<file path="src/rtl/alu_pkg.sv">
// alu_pkg: shared ALU control codes, opcode constants, issued-op record and RV32 decode.
package alu_pkg;
  localparam int XLEN = 32;
  typedef enum logic [3:0] {
    ALU_ADD = 4'h0, ALU_SUB, ALU_SLL, ALU_SLT, ALU_SLTU, ALU_XOR,
    ALU_SRL, ALU_SRA, ALU_OR, ALU_AND, ALU_ZERO, ALU_MUL
  } alu_ctrl_e;
  localparam logic [6:0] OPC_OP     = 7'b0110011;
  localparam logic [6:0] OPC_OP_IMM = 7'b0010011;
  localparam logic [6:0] OPC_LUI    = 7'b0110111;
  localparam logic [6:0] OPC_BRANCH = 7'b1100011;
  localparam logic [6:0] F7_BASE    = 7'b0000000;
  localparam logic [6:0] F7_ALT     = 7'b0100000;
  localparam logic [6:0] F7_MUL     = 7'b0000001;
  typedef struct packed {
    alu_ctrl_e        ctrl;
    logic [XLEN-1:0]  op_a;
    logic [XLEN-1:0]  op_b;
    logic [4:0]       rd_addr;
    logic             rd_we;
    logic             branch;
    logic             illegal;
  } issue_op_t;
  localparam issue_op_t OP_RESET = '{ALU_ZERO, '0, '0, 5'd0, 1'b0, 1'b0, 1'b0};
  function automatic alu_ctrl_e f3_ctrl(input logic [2:0] f3);
    case (f3)
      3'b000:  return ALU_ADD;
      3'b001:  return ALU_SLL;
      3'b010:  return ALU_SLT;
      3'b011:  return ALU_SLTU;
      3'b100:  return ALU_XOR;
      3'b101:  return ALU_SRL;
      3'b110:  return ALU_OR;
      default: return ALU_AND;
    endcase
  endfunction
  function automatic issue_op_t decode(input logic [31:0] i, input logic [XLEN-1:0] rs1,
                                       input logic [XLEN-1:0] rs2);
    issue_op_t d;
    logic [6:0] opc;
    logic [6:0] f7;
    logic [2:0] f3;
    logic shift;
    logic ok;
    opc = i[6:0];
    f3 = i[14:12];
    f7 = i[31:25];
    shift = f3 == 3'b001 || f3 == 3'b101;
    d = OP_RESET;
    d.rd_addr = i[11:7];
    ok = 1'b0;
    case (opc)
      OPC_OP: begin
        ok = f7 == F7_BASE || (f7 == F7_ALT && (f3 == 3'b000 || f3 == 3'b101)) ||
             (f7 == F7_MUL && f3 == 3'b000);
        d.ctrl = f7 == F7_MUL ? ALU_MUL : f7 == F7_ALT ? (f3 == 3'b000 ? ALU_SUB : ALU_SRA) : f3_ctrl(f3);
        d.op_a = rs1;
        d.op_b = rs2;
      end
      OPC_OP_IMM: begin
        ok = !shift || f7 == F7_BASE || (f3 == 3'b101 && f7 == F7_ALT);
        d.ctrl = (f3 == 3'b101 && f7 == F7_ALT) ? ALU_SRA : f3_ctrl(f3);
        d.op_a = rs1;
        // shifts carry only the shamt so op_b is the real shift amount
        d.op_b = shift ? XLEN'(i[24:20]) : {{(XLEN-12){i[31]}}, i[31:20]};
      end
      OPC_LUI: begin
        ok = 1'b1;
        d.ctrl = ALU_ADD;
        d.op_b = XLEN'({i[31:12], 12'b0});
      end
      OPC_BRANCH: begin
        ok = f3[2:1] == 2'b00;
        d.ctrl = ALU_SUB;
        d.op_a = rs1;
        d.op_b = rs2;
        d.branch = 1'b1;
      end
      default: ok = 1'b0;
    endcase
    if (!ok) d = '{ALU_ZERO, '0, '0, i[11:7], 1'b0, 1'b0, 1'b1};
    else d.rd_we = opc != OPC_BRANCH && i[11:7] != 5'd0;
    return d;
  endfunction
endpackage

</file>
<file path="src/rtl/alu_skid_buffer.sv">
// alu_skid_buffer: main output register plus one skid slot; in_ready is registered.
module alu_skid_buffer #(
  parameter type T = logic,
  parameter T RST_VAL = T'(0)
) (
  input  logic clk,
  input  logic rst,
  input  logic flush,
  input  logic in_valid,
  output logic in_ready,
  input  T     in_data,
  output logic out_valid,
  input  logic out_ready,
  output T     out_data
);
  logic skid_valid;
  T     skid;
  logic accept, drain;
  assign in_ready = !skid_valid;
  assign accept = in_valid && !skid_valid;
  assign drain = out_valid && out_ready;
  always_ff @(posedge clk or posedge rst) begin
    if (rst) begin
      out_valid <= 1'b0;
      skid_valid <= 1'b0;
      out_data <= RST_VAL;
      skid <= RST_VAL;
    end else if (flush) begin
      out_valid <= 1'b0;
      skid_valid <= 1'b0;
    end else if (!out_valid || drain) begin
      if (skid_valid) begin
        out_data <= skid;
        out_valid <= 1'b1;
        skid_valid <= 1'b0;
      end else begin
        out_valid <= accept;
        if (accept) out_data <= in_data;
      end
    end else if (accept) begin
      skid <= in_data;
      skid_valid <= 1'b1;
    end
  end
endmodule

</file>
<file path="src/rtl/alu_op_issue.sv">
// alu_op_issue: decodes RV32 ALU/branch ops and issues one registered op per cycle to the ALU.
module alu_op_issue
  import alu_pkg::*;
#(
  parameter int DATA_WIDTH = XLEN
) (
  input  logic                  clk,
  input  logic                  rst,
  input  logic                  flush,
  input  logic                  in_valid,
  output logic                  in_ready,
  input  logic [31:0]           in_instr,
  input  logic [DATA_WIDTH-1:0] in_rs1_data,
  input  logic [DATA_WIDTH-1:0] in_rs2_data,
  output logic                  out_valid,
  input  logic                  out_ready,
  output logic [3:0]            out_alu_ctrl,
  output logic [DATA_WIDTH-1:0] out_op_a,
  output logic [DATA_WIDTH-1:0] out_op_b,
  output logic [4:0]            out_rd_addr,
  output logic                  out_rd_we,
  output logic                  out_is_branch,
  output logic                  out_illegal
);
  issue_op_t dec, cur;
  assign dec = decode(in_instr, in_rs1_data, in_rs2_data);
  alu_skid_buffer #(.T(issue_op_t), .RST_VAL(OP_RESET)) u_buf (
    .clk(clk), .rst(rst), .flush(flush),
    .in_valid(in_valid), .in_ready(in_ready), .in_data(dec),
    .out_valid(out_valid), .out_ready(out_ready), .out_data(cur)
  );
  assign out_alu_ctrl = cur.ctrl;
  assign out_op_a = cur.op_a;
  assign out_op_b = cur.op_b;
  assign out_rd_addr = cur.rd_addr;
  assign out_rd_we = cur.rd_we;
  assign out_is_branch = cur.branch;
  assign out_illegal = cur.illegal;
endmodule

</file>
<file path="config.mk">
export PLATFORM = sky130hd
export DESIGN_NAME = alu_op_issue
export DESIGN_NICKNAME = d
export VERILOG_FILES = /design/src/rtl/alu_pkg.sv /design/src/rtl/alu_skid_buffer.sv /design/src/rtl/alu_op_issue.sv
export SDC_FILE = /design/constraint.sdc
export NUM_CORES = 1
export LEC_CHECK = 0
export BUFFER_PORTS_ARGS = -buffer_cell sky130_fd_sc_hd__clkbuf_2
export CAP_MARGIN = 15
export CORE_UTILIZATION = 30
export DETAILED_ROUTE_END_ITERATION = 10
export GPL_TIMING_DRIVEN = 0
export HOLD_SLACK_MARGIN = 0.15
export PLACE_DENSITY = 0.5
export SKIP_LAST_GASP = 1
export SLEW_MARGIN = 10
export SYNTH_ARGS = -nofsm -noshare
export SYNTH_HDL_FRONTEND = slang
export SYNTH_SLANG_ARGS = --single-unit
</file>
<file path="constraint.sdc">
create_clock -name clk -period 5.7 [get_ports clk]
set_input_delay 0.57 -clock clk [delete_from_list [all_inputs] [get_ports clk]]
set_output_delay 0.57 -clock clk [all_outputs]
set_load 0.01 [all_outputs]
</file>
== After elaboration in Yosys (flattened, before gate mapping) ==
Cells that the tools add are included.
Storage, ports and cells
  register bits: 154
  bits in latches: 0
  bits in writable memories: 0
  ROM bits: 0
  bits of input ports: 101
  output and inout port bits: 78
  word-level logic and storage cells: 80
  memories kept: 0
Cells by class
  add/sub/neg operators: 0
  $mul: 0
  divide/modulo/power cells: 0
  magnitude comparators: 0
  equality and inequality tests: 13
  shift operators: 0
  multiplexer cells: 22
  bitwise operators: 2
  reductions and logical operators: 27
Operators by type and width (number)
  2-to-1 mux 76 bit: 2
  one-hot mux 32 bit (3 select lines): 1
  2-to-1 mux 73 bit: 1
  2-to-1 mux 32 bit: 2
  one-hot mux 4 bit (7 select lines): 1
  == test 7 x 6 -> 1 bit (second input constant): 3
  one-hot mux 4 bit (4 select lines): 1
  2-to-1 mux 4 bit: 3
  == test 3 bit (second input constant): 3
  2-to-1 mux 1 bit: 8
  == test 7 x 1 -> 1 bit (second input constant): 1
  == test 7 x 5 -> 1 bit (second input constant): 1
  == test 7 bit (second input constant): 1
  logical NOT 7 bit: 1
  logical OR 1 bit: 7
  != test 7 bit (second input constant): 1
  == test 3 x 2 -> 1 bit (second input constant): 2
  logical AND 1 bit: 6
  AND reduction 3 bit: 2
  nonzero test 5 bit: 1
  one-hot mux 1 bit (4 select lines): 1
  nonzero test 2 bit: 2
  == test 3 x 1 -> 1 bit (second input constant): 1
  logical NOT 1 bit: 3
  other kinds (8): 9

== Logic depth before layout (Yosys ltp) ==
Gate-level depths: netlist (run 1).
  word-level depth: 9
  mapped depth: 8
  gate-level depth less buffers: 5

== Modules after synthesis ==
A second synthesis (run 1) with hierarchy kept.
Second synthesis, totals
  cell total of the unflattened synthesis: 624
  area, all modules: 8185.4 um^2
By module, submodules not included
  alu_skid_buffer: instances 1, cells each 417, area each 6851.6 um^2, seq. area each 3858.7 um^2
  alu_op_issue: instances 1, cells each 207, area each 1333.8 um^2, seq. area each 0.0 um^2

== Least setup slack after synthesis (run 1) ==
OpenSTA, ideal clock, no wires.
  kind: in2reg
  from: input in_instr[3]
  to: register u_buf.out_data[28] in the netlist's numbering
  setup time: 0.096 ns
  arrival: 2.322 ns
  required time: 5.604 ns
  path slack: 3.283 ns
  stages: 7
  path buffers: 2
  cell sequence: or4bb_1 > or4_4 > o22ai_4 > a21oi_2 > buf_6 > buf_6 > o31ai_1
On the way
  word-level cells in the longest chain between the ends: 6
  elaborated cells on any way between the ends: 10
  classes of those cells: 4 x eq/ne; 5 x mux; 1 x reduce/logical
RTL lines
  start: declaration: RTL line alu_op_issue.sv:12  | input logic [31:0] in_instr,
  == test 7 bit / == test 7 x 6 -> 1 bit (equally long branches): RTL line alu_pkg.sv:52  | case (opc)
  OR reduction 2 bit (no line)
  one-hot mux 32 bit (3 select lines): RTL line alu_pkg.sv:52
  2-to-1 mux 73 bit (*): RTL line alu_pkg.sv:81  | if (!ok) d = '{ALU_ZERO, '0, '0, i[11:7], 1'b0, 1'b0, 1'b1};
  2-to-1 mux 76 bit (*): RTL line alu_skid_buffer.sv:38  | if (accept) out_data <= in_data;
  2-to-1 mux 76 bit (*): RTL line alu_skid_buffer.sv:32  | if (skid_valid) begin
  end signal: assignment: RTL line alu_skid_buffer.sv:33  | out_data <= skid;
  end signal: assignment: RTL line alu_skid_buffer.sv:38
  end: declaration: RTL line alu_skid_buffer.sv:14  | output T out_data
Every way passes the cells marked *; elsewhere a longest branch is shown, timed or not. The select of a mux whose other input is x is not followed.
A chain may end at the register's enable or synchronous reset.

== Worst setup path in the final report (run 1) ==
  from: register u_buf.skid_valid
  to: register u_buf.out_data[25] in the netlist's numbering
On the way
  word-level cells in the longest chain between the ends: 4
  elaborated cells on any way between the ends: 5
  classes of those cells: 1 x mux; 4 x reduce/logical
RTL lines
  start: declaration: RTL line alu_skid_buffer.sv:16  | logic skid_valid;
  start signal: assignment: RTL line alu_skid_buffer.sv:25  | skid_valid <= 1'b0;
  start signal: assignment: RTL line alu_skid_buffer.sv:30  | skid_valid <= 1'b0;
  start signal: assignment: RTL line alu_skid_buffer.sv:35  | skid_valid <= 1'b0;
  logical NOT 1 bit: RTL line alu_skid_buffer.sv:20  | assign accept = in_valid && !skid_valid;
  logical AND 1 bit: RTL line alu_skid_buffer.sv:20
  nonzero test 2 bit (no line)
  AND reduction 3 bit (no line)
Several ways; a longest one is shown, not always the timed one.

==> flow_summary_export.csv, run 1 <==
group,metric,value,unit
status,status,"complete, no violations",
drt,finalWirelength,24400,um
grt,grt_pass1_wl,37700,um
cts,path_clk_slew,0.07,ns
layout,syn2layout_area_growth,26.5,%
cts,root_buffer,"clkbuf_16",
grt,grt_max_degree,86,
floorplan,die_x,157,um
power_and_ir_drop,p_switching,715,uW
sta,finalCritPeriodShare,0.473,
sta,setup_ws,3.00,ns
cts,cts_setup_buffers,0,
cts,clk_latency,0.43,ns
sta,report.final.hold_viol_count,0,
worst_setup_path,worst-path-max-fanout,10,
power_and_ir_drop,p_int,1850,uW
drt,detail-route-antenna-nets,0,
sta,relSlewSlack,0.299,
job,drv_cap,0,
sta,finalMaxSlewViolations,0,
power_and_ir_drop,cellPowerDensity,281,mW/mm^2
sta,final.min_clock_period,2.70,ns
yosys,yosysSeqAreaShare,0.534,
drt,via_count,6567,
power_and_ir_drop,irDropWorstVdd,0.166,mV
worst_setup_path,crit_path_max_incr_delay,0.56,ns
power_and_ir_drop,power_frac_comb,0.100,
worst_setup_path,crit_path_start_kind,"flop",
sta,fmaxAchievable,371,MHz
yosys,synth-seq-cells,154,
cts,cts_resized,0,
yosys,yosysWarningCount,0,
layout,layoutNonFillerInstCount,1308,
layout,antenna_cells,0,
yosys,synth_fp_nets,880,
floorplan,rows,56,
layout,layout.nets,1077,
placement,dp_slack,2.60,ns
layout,drive_gt1_frac,0.229,
placement,gp_congestion,0.886,
worst_setup_path,cpMaxStageDelayCell,"clkbuf_1",
worst_setup_path,endpoint_kind,"flop",
grt,grt_util_all_layers,0.203,
yosys,synthCells,779,
placement,dp.cells,1276,
cts,cts_buffers,17,
power_and_ir_drop,sw_frac_of_total,0.279,
layout,utilization,0.388,
drt,vias_per_cell,5.02,
min_path,hold_path_class,"input pin to async pin",
placement,portBuffers,177,
cts,htree_levels,4,
worst_setup_path,cp_cell_sequence,"clkbuf_1 > nor2_1 > or3_1 > clkbuf_1 > clkbuf_1 > clkbuf_1 > a21oi_1 > o31ai_1",
placement,placed_area,0.00855,sq mm
sta,rsz0062_at_grt,"false",
worst_setup_path,cp.arrival,3.03,ns
drt,drc_errors,0,
floorplan,fp.dieH,157,um
sta,clock_skew,0.00790,ns
cts,cts_buffer_depth,2,
yosys,synth.avg_cell_area,9.28,sq um
grt,grt-ovfl-total,0,
worst_setup_path,critical_path.most_common_cell,"clkbuf_1",
yosys,ys.flop_type,"dfrtp_1",
worst_setup_path,path_class,"flop to flop",
cts,clkSinkCount,154,
placement,hpwl,17400,um
drt,drtPass1Iterations,6,
yosys,synth_edf_count,0,
floorplan,initial_core_util,0.307,
power_and_ir_drop,p_seq_frac,0.447,
grt,antenna_found_initial,0,
floorplan,pin_count,179,
yosys,synth_area,0.00723,sq mm
sta,finalSetupViolCount,0,
grt,grt_pass1_vias,6411,
drt,wl_per_cell,18.6,um
yosys,ys_types,47,
layout,fillers,2495,
floorplan,dieArea,0.0247,sq mm
drt,drtIter0Drc,474,
sta,tightest_slew,1.04,ns
worst_setup_path,cp_data_required_time,6.03,ns
floorplan,core_area,0.0235,sq mm
power_and_ir_drop,p_leak,0.00450,uW
power_and_ir_drop,clkPwrFrac,0.453,
cts,cts_tree,"built",
layout,stdcell_area,0.00914,sq mm
cts,ctsHoldBuffers,0,
yosys,synth_async_sr_flop_share,1.00,
==> worst max-delay path, delay by kind of cell, from the launching register on <==
family / cells / cell delay [ns]
simple gates: 2 / 0.40
compound gates: 2 / 0.25
buf+inv: 4 / 1.58
flops: 1 / 0.36
==> placed cells by master, fill, tap and decap left out, types with 20 or more instances in the layout <==
master    count
clkbuf_1     63
inv_1        38
dfrtp_1     150
a21oi_1      94
and3_1       61
o21ai_0      86
clkbuf_2    177
nand2_1      97
o31ai_1      45
nor2_1       23
a22o_1       20
==> synth_stat cells (all sizes together) (2+ instances only) <==
library cell  instances  area, sq um
and2                  2         12.5
mux2i                 5         50.1
dfstp                 4          105
or3                   4         25.0
o21ai                89          445
a21oi                95          479
clkbuf               63          236
nand3b                3         22.5
o31ai                45          338
nand2                97          364
o211ai                2         15.0
and3                 61          382
inv                  39          146
a22oi                13         97.6
nor2b                 5         31.3
dfrtp               150         3750
nand3                 2         10.0
o31a                  2         17.5
nand2b                4         25.0
nor3b                 3         27.5
o22ai                16          114
a22o                 20          175
buf                   4         45.0
nor3                  6         30.0
a31oi                 3         18.8
nor2                 23         86.3
or4                   4         37.5
==> path summary, 6_finish.rpt <==
check | from | to | slack, ns | cells after the start
setup / recovery | u_buf.skid_valid$_DFFE_PP0P_ | u_buf.out_data[25]$_DFFE_PP0P_ | 3.00 | 8
hold / removal | rst | u_buf.out_data[60]$_DFFE_PP0P_ | 0.19 | 2
setup reg to reg | u_buf.skid_valid$_DFFE_PP0P_ | u_buf.out_data[25]$_DFFE_PP0P_ | 3.00 | 8
hold reg to reg | u_buf.skid[72]$_DFFE_PP0P_ | u_buf.skid[72]$_DFFE_PP0P_ | 0.47 | 2
max in group asynchronous | rst | u_buf.skid[22]$_DFFE_PP0P_ | 4.70 | 3
min in group clk | in_instr[7] | u_buf.skid[3]$_DFFE_PP0P_ | 0.37 | 3
==> registers in the layout (all words and copies together), names as in the netlist <==
| register | count |
|---|---|
| u_buf.out_data | 76 |
| u_buf.skid_valid | 1 |
| u_buf.skid | 76 |
| u_buf.out_valid | 1 |
==> cell type report <==
type / count / area [sq um] / share of cell area
Sequential cell: 154 / 3860 / 0.422
Multi-Input combinational cell: 519 / 2940 / 0.322
Timing Repair Buffer: 178 / 913 / 0.0999
Clock buffer: 18 / 439 / 0.0480
Tap cell: 319 / 399 / 0.0437
Buffer: 67 / 282 / 0.0308
Clock inverter: 14 / 156 / 0.0171
Inverter: 39 / 154 / 0.0168
==> layer usage <==
metal	track usage	wire length, um	vias up
li1	-	-	3175
met1	0.297	12100	3168
met2	0.308	10800	212
met3	0.0361	1210	12
met4	0.0476	158	0
met5	0	0	-
==> cells by family (layout without fill, tap and decap cells) <==
logic type	Yosys count	in the layout	share of synthesized area
xor+xnor	2	2	0.00242
compound gates	294	294	0.247
simple gates	218	218	0.151
flops	154	154	0.534
mux	5	5	0.00693
buf+inv	106	316	0.0592
==> through the flow <==
| step | hold WS (ns) | power [uW] | setup TNS [ns] |
|---|---|---|---|
| after floorplan | 0.440 | 1300 | 0 |
| after detailed placement | 0.458 | 1430 | 0 |
| final | 0.188 | 2560 | 0 |
| after global routing | 0.238 | 2670 | 0 |
| after CTS | 0.206 | 2590 | 0 |
| after global placement | 0.451 | 1420 | -175.11 |
==> power groups by stage <==
stage	Combinational, uW	Sequential [uW]	Clock [uW]
detailed placement	259	1170	0
global placement	254	1170	0
global route	286	1150	1230
CTS	260	1150	1180
floorplan	120	1180	0
finish	256	1150	1160
Note: power is estimated with default switching activity, not from simulation.
==> run 2: changes to the inputs <==
--- a/config.mk
+++ b/config.mk
@@ -11,7 +11,7 @@
 export DETAILED_ROUTE_END_ITERATION = 10
 export GPL_TIMING_DRIVEN = 0
 export HOLD_SLACK_MARGIN = 0.15
-export PLACE_DENSITY = 0.5
+export PLACE_DENSITY = 0.52
 export SKIP_LAST_GASP = 1
 export SLEW_MARGIN = 10
 export SYNTH_ARGS = -nofsm -noshare
==> constraint.sdc (replaced) <==
create_clock -name clk -period 2.2 [get_ports clk]
set_input_delay 0.22 -clock clk [delete_from_list [all_inputs] [get_ports clk]]
set_output_delay 0.22 -clock clk [all_outputs]
set_load 0.01 [all_outputs]
==> run 2 against run 1 <==
Clock power grew 140%. Count of clock-buffer cells in the layout grew 5. Sequential share of layout area shrank 2.5 points. Clock skew grew 0.0079 ns. Global-route usage shrank 0.48 points. First-iteration DRC count shrank 14%. Power grew to 2.6 times the previous value. Design area grew 6.4%. Critical path depth shrank 1. Final cell count grew 3.8%.
==> flow_summary_export.csv, run 2 (synthesis gave the netlist of run 1 again) <==
group,metric,value,unit
sta,finalCritPeriodShare,0.944,
cts,cts_tree,"built",
cts,clkSinkCount,154,
cts,cts_buffer_depth,2,
worst_setup_path,worst-path-max-fanout,10,
layout,utilization,0.413,
drt,drtIter0Drc,408,
sta,hold_ws,0.161,ns
floorplan,dieArea,0.0247,sq mm
grt,antenna_found_initial,2,
layout,seq_area,0.00386,sq mm
grt,grt_pass1_wl,36700,um
cts,path_clk_slew,0.06,ns
layout,drive_gt1_frac,0.239,
worst_setup_path,cp_cell_sequence,"clkbuf_2 > or4bb_1 > or4_4 > o22ai_4 > o2111ai_4 > buf_4 > o21ai_0",
cts,clk_latency,0.43,ns
placement,hpwl,17700,um
power_and_ir_drop,p_leak,0.00476,uW
sta,finalSetupViolCount,0,
power_and_ir_drop,power,6570,uW
min_path,hold_path_class,"input pin to flop",
grt,grt-ovfl-total,0,
cts,cts_setup_buffers,0,
worst_setup_path,cpMaxStageDelayCell,"or4bb_1",
layout,mostFrequentLayoutCells,"clkbuf_2 (185), dfrtp_1 (149), nand2_1 (97), a21oi_1 (94), o21ai_0 (86)",
sta,final.min_clock_period,2.08,ns
layout,layout.nets,1126,
worst_setup_path,cp.arrival,2.41,ns
status,status,"complete, no violations",
sta,fmaxAchievable,482,MHz
layout,top_regs,"u_buf.out_data: 76 flops, u_buf.skid: 76 flops",
power_and_ir_drop,irDropWorstVdd,0.391,mV
drt,wl_per_cell,17.9,um
sta,relSlewSlack,0.482,
placement,dp.cells,1279,
sta,setup_tns,0,ns
layout,multi_input_area,0.00298,sq mm
drt,finalWirelength,24300,um
worst_setup_path,endpoint_kind,"flop",
drt,via_count,6811,
sta,finalMaxSlewViolations,0,
worst_setup_path,crit_path_start_kind,"input pin",
sta,tightest_slew,0.773,ns
worst_setup_path,path_class,"input pin to flop",
cts,root_buffer,"clkbuf_16",
drt,detail-route-antenna-nets,0,
drt,drtPass1Iterations,5,
sta,clock_skew,0.0158,ns
floorplan,core_area,0.0235,sq mm
floorplan,pin_count,179,
worst_setup_path,rrSetupSlack,0.18,ns
floorplan,fp.dieH,157,um
layout,fillers,2471,
grt,grt_max_degree,35,
grt,grt_pass1_vias,6435,
job,drv_cap,0,
floorplan,die_x,157,um
grt,grt_util_all_layers,0.198,
cts,htree_levels,4,
drt,drc_errors,0,
layout,syn2layout_area_growth,34.6,%
sta,rsz0062_at_grt,"false",
sta,report.final.hold_viol_count,0,
placement,gp_congestion,0.927,
drt,vias_per_cell,5.02,
cts,cts_buffers,17,
worst_setup_path,cp_data_required_time,2.53,ns
floorplan,initial_core_util,0.307,
layout,layoutNonFillerInstCount,1358,
worst_setup_path,crit_path_max_incr_delay,0.61,ns
placement,portBuffers,177,
layout,layout_commonest_cell,"clkbuf_2",
floorplan,rows,56,
power_and_ir_drop,cellPowerDensity,675,mW/mm^2
[run 2: path summary, 6_finish.rpt]
path / cells past startpoint / start / to
max: 7 / in_instr[2] / u_buf.skid[48]$_DFFE_PP0P_
max reg2reg: 6 / u_buf.out_valid$_DFFE_PP0N_ / u_buf.out_data[1]$_DFFE_PP0P_
min: 3 / in_rs2_data[2] / u_buf.skid[10]$_DFFE_PP0P_
max in group asynchronous: 5 / rst / u_buf.out_data[75]$_DFFE_PP1P_
min reg2reg: 2 / u_buf.skid[39]$_DFFE_PP0P_ / u_buf.skid[39]$_DFFE_PP0P_
min in group asynchronous: 3 / rst / u_buf.out_data[34]$_DFFE_PP0P_
[run 2: final cells by class]
cell class	instances	share of cell area
inverters	39	0.0154
flip-flops and latches	154	0.397
clock inverters	9	0.00913
plain buffers	63	0.0306
repair buffers	231	0.151
clock buffers	23	0.0491
well taps	319	0.0410
diodes	1	0.000257
multi-input cells	519	0.307
[run 2: critical path, delay by kind of cell]
family          cells  cell delay [ns]
simple gates        2             1.15
buf+inv             2             0.41
compound gates      3             0.62
[run 2: per-stage QoR]
stage | instance area [sq um] | setup WS (ns)
after floorplan | 7230 | 0.0383
after global placement | 8510 | -1.16
after detailed placement | 8590 | -0.546
after CTS | 9690 | 0.00252
after global routing | 9720 | 0.00544
final | 9730 | 0.124
[run 2: layer usage]
metal | GRT usage | up-vias | share of wire
met5 | 0 | - | 0
met4 | 0.0532 | 0 | 0.011
li1 | - | 3275 | -
met2 | 0.302 | 272 | 0.44
met1 | 0.278 | 3251 | 0.47
met3 | 0.0487 | 13 | 0.075
[run 2: repair_timing]
item | in CTS | in global routing
hold endpoints to repair | 112 | 0
hold buffers | 50 | 0
gates resized for setup | 16 | 23
endpoints found under the setup margin | 102 | 134
[run 2: report_power, final]
part,switching (uW),internal [uW]
Sequential,50.8,2930
Combinational,448,299
Clock,1190,1650
==> run 3: changes to the inputs <==
--- a/config.mk
+++ b/config.mk
@@ -5,13 +5,14 @@
 export SDC_FILE = /design/constraint.sdc
 export NUM_CORES = 1
 export LEC_CHECK = 0
+export ABC_AREA = 1
 export BUFFER_PORTS_ARGS = -buffer_cell sky130_fd_sc_hd__clkbuf_2
 export CAP_MARGIN = 15
 export CORE_UTILIZATION = 30
 export DETAILED_ROUTE_END_ITERATION = 10
 export GPL_TIMING_DRIVEN = 0
 export HOLD_SLACK_MARGIN = 0.15
-export PLACE_DENSITY = 0.52
+export PLACE_DENSITY = 0.51
 export SKIP_LAST_GASP = 1
 export SLEW_MARGIN = 10
 export SYNTH_ARGS = -nofsm -noshare
==> run 3 against run 2 <==
Combinational power up 3.9%. Routed wire length increased by 4.6%. Non-clock buffer count decreased by 7. Flip-flop and latch count unchanged. Clock power up 13%. Global-route usage is 0.29 points lower. Area after synthesis increased by 9.6%. Sequential power increased by 2%. Count of clock-buffer cells in the layout shrank 3. Die area increased by 9.5%. Highest routed layer unchanged.
==> flow_summary_export.csv, run 3 <==
group,metric,value,unit
status,status,"complete, no violations",
sta,final.min_clock_period,2.00,ns
yosys,synth_async_sr_flop_share,1.00,
floorplan,pin_count,179,
drt,drtIter0Drc,421,
yosys,synth_fp_nets,1251,
layout,syn2layout_area_growth,30.8,%
worst_setup_path,cpMaxStageDelayCell,"buf_2",
layout,fillers,2828,
floorplan,fp.dieH,164,um
worst_setup_path,worst-path-max-fanout,19,
yosys,yosysSeqAreaShare,0.487,
worst_setup_path,endpoint_kind,"primary output",
grt,grt_pass1_wl,40600,um
job,drv_cap,0,
drt,via_count,7775,
worst_setup_path,path_class,"flop to primary output",
min_path,min-delay-start,"in_rs2_data[1]",
worst_setup_path,cp_cell_sequence,"inv_2 > buf_2 > clkbuf_2",
sta,fmaxAchievable,501,MHz
cts,path_clk_slew,0.06,ns
worst_setup_path,r2r-start,"u_buf.skid_valid$_DFFE_PP0P_",
yosys,synth_top_family_by_area,"simple AND/OR/NAND/NOR gates",
yosys,synthSimpleGateAreaFrac,0.372,
placement,dp_slack,-0.139,ns
sta,finalCritPeriodShare,0.908,
power_and_ir_drop,p_int,5230,uW
floorplan,rows,59,
power_and_ir_drop,p_switching,1780,uW
yosys,yosys.area.top_type,"dfrtp_1",
worst_setup_path,timing.rr.end,"u_buf.out_data[49]$_DFFE_PP0P_",
yosys,synth_top_area_frac,0.474,
power_and_ir_drop,p_seq_frac,0.433,
worst_setup_path,ff2ff_path_depth,7,
worst_setup_path,cp_data_required_time,1.98,ns
sta,hold_ws,0.167,ns
power_and_ir_drop,p_leak,0.00617,uW
yosys,synth.top_cells.by_area,"dfrtp_1 (47%), nand2_1 (25%), nor2_1 (8.4%)",
layout,antenna_cells,0,
sta,finalMaxSlewViolations,0,
grt,grt_util_all_layers,0.195,
grt,antenna_found_initial,0,
drt,drc_errors,0,
power_and_ir_drop,irDropWorstVdd,0.403,mV
sta,setup_ws,0.203,ns
cts,htree_levels,4,
floorplan,core_area,0.0260,sq mm
cts,clk_latency,0.43,ns
sta,tightest_slew,0.665,ns
yosys,ys.flop_type,"dfrtp_1",
placement,portBuffers,178,
yosys,synthMostInstantiatedCell,"nand2_1",
worst_setup_path,cp.arrival,1.78,ns
placement,hpwl,18600,um
sta,setup_tns,0,ns
sta,clock_skew,0.0122,ns
worst_setup_path,crit_path_start_kind,"flop",
worst_setup_path,worst-path-buf-inv,3,
drt,vias_per_cell,4.48,
grt,grt_max_degree,35,
yosys,synth_edf_count,0,
power_and_ir_drop,sw_frac_of_total,0.254,
layout,layout_commonest_cell,"nand2_1",
grt,grt-ovfl-total,0,
cts,root_buffer,"clkbuf_16",
min_path,whs_path_depth,5,
layout,mostFrequentLayoutCells,"nand2_1 (532), clkbuf_2 (186), nor2_1 (177), dfrtp_1 (150), inv_1 (66)",
yosys,yosys-top-cells-count,"nand2_1 (533), nor2_1 (177), dfrtp_1 (150), inv_1 (67), o21ai_1 (65)",
sta,finalSetupViolCount,0,
yosys,synthAdderAreaFrac,0,
yosys,yosysWarningCount,0,
sta,report.final.hold_viol_count,0,
yosys,synth_area,0.00792,sq mm
cts,cts_buffers,17,
yosys,ys_types,29,
worst_setup_path,worst-path-stages,3,
drt,wl_per_cell,14.6,um
yosys,synthCells,1150,
min_path,hold_path_class,"input pin to flop",
yosys,synth-seq-cells,154,
power_and_ir_drop,clkPwrFrac,0.456,
yosys,synthMuxAreaShare,0,
cts,cts_buffer_depth,2,
drt,detail-route-antenna-nets,0,
placement,gp_congestion,0.838,
yosys,synthXorXnorAreaFrac,0,
grt,grt_pass1_vias,7742,
power_and_ir_drop,cellPowerDensity,676,mW/mm^2
power_and_ir_drop,power_frac_comb,0.111,
drt,drtPass1Iterations,5,
min_path,worstHoldEndpoint,"u_buf.skid[9]$_DFFE_PP0P_",
floorplan,die_x,164,um
worst_setup_path,crit_start,"u_buf.skid_valid$_DFFE_PP0P_",
floorplan,dieArea,0.0271,sq mm
drt,finalWirelength,25400,um
floorplan,initial_core_util,0.305,
yosys,synth_compound_area_frac,0.0673,
cts,clkSinkCount,154,
worst_setup_path,worst_path_dominant_cell_family,"buffers and inverters",
layout,utilization,0.399,
cts,cts_setup_buffers,0,
layout,layout.nets,1491,
layout,drive_gt1_frac,0.187,
worst_setup_path,rrSetupSlack,0.21,ns
sta,rsz0062_at_grt,"false",
worst_setup_path,crit_path_max_incr_delay,0.47,ns
cts,cts_tree,"built",
layout,top_regs,"u_buf.out_data: 76 flops, u_buf.skid: 76 flops",
yosys,synth.avg_cell_area,6.89,sq um
sta,relSlewSlack,0.557,
-- run 3: cell count changes after synthesis, sizes merged, moves of 34 or more --
cell	change
nand3	+34
o31ai	-45
and3	-61
nand2	+438
a21oi	-89
nor2	+159
-- run 3: per-stage QoR --
stage,power [uW],std cells,area [sq um]
finish,7010,1736,10400
global route,7310,1736,10400
CTS,7090,1736,10400
detailed placement,3820,1668,9340
global placement,3790,1663,9240
floorplan,3460,1150,7930
-- run 3: repair_timing --
item	CTS	global route
gates resized for setup	6	12
hold buffers	39	0
endpoints found under the setup margin	71	50
hold endpoints to repair	98	0
-- run 3: power groups by stage --
stage | sequential (uW) | clock, uW | combinational, uW
after CTS | 3030 | 3260 | 790
final | 3030 | 3200 | 776
after global placement | 3090 | 0 | 705
after detailed placement | 3090 | 0 | 731
after global routing | 3050 | 3380 | 881
after floorplan | 3110 | 0 | 342
-- run 3: worst max path at each step --
stage	endpoint	slack (ns)
6_report	in_ready	0.20
5_1_grt	u_buf.out_data[6]$_DFFE_PP0P_	0.006
4_1_cts	u_buf.out_data[12]$_DFFE_PP0P_	0.04
3_5_place_dp	u_buf.out_data[73]$_DFFE_PP1P_	-0.14
3_3_place_gp	u_buf.out_data[22]$_DFFE_PP0P_	-1.21
2_1_floorplan	u_buf.out_data[0]$_DFFE_PP0P_	0.04
-- run 3: cell type report --
cell class	instances	area, sq um	share of cell area
flip-flops and latches	154	3860	0.372
well taps	335	419	0.0404
multi-input cells	861	3490	0.336
clock buffers	20	457	0.0441
clock inverters	10	169	0.0163
repair buffers	222	1380	0.133
inverters	69	263	0.0254
plain buffers	65	332	0.0320
-- run 3: routing by layer --
layer | vias up | track usage | part of all wire
met5 | - | 0 | 0
met4 | 0 | 0.0467 | 0.012
met3 | 22 | 0.0404 | 0.050
met2 | 213 | 0.310 | 0.45
met1 | 3555 | 0.271 | 0.49
li1 | 3985 | - | -
-- run 3: cells by family (layout without fill, tap and decap cells) --
logic type	count (synthesis)	after routing
buffers and inverters	135	386
AND/OR/NAND/NOR	758	758
flip-flops	154	154
AO/OA/AOI/OAI	103	103
-- run 3: worst min-delay path: stages --
cell and delay, ns:
clkbuf_2 0.09, nand2_1 0.06, nand2_1 0.04, nand2_1 0.08, o21ai_1 0.06
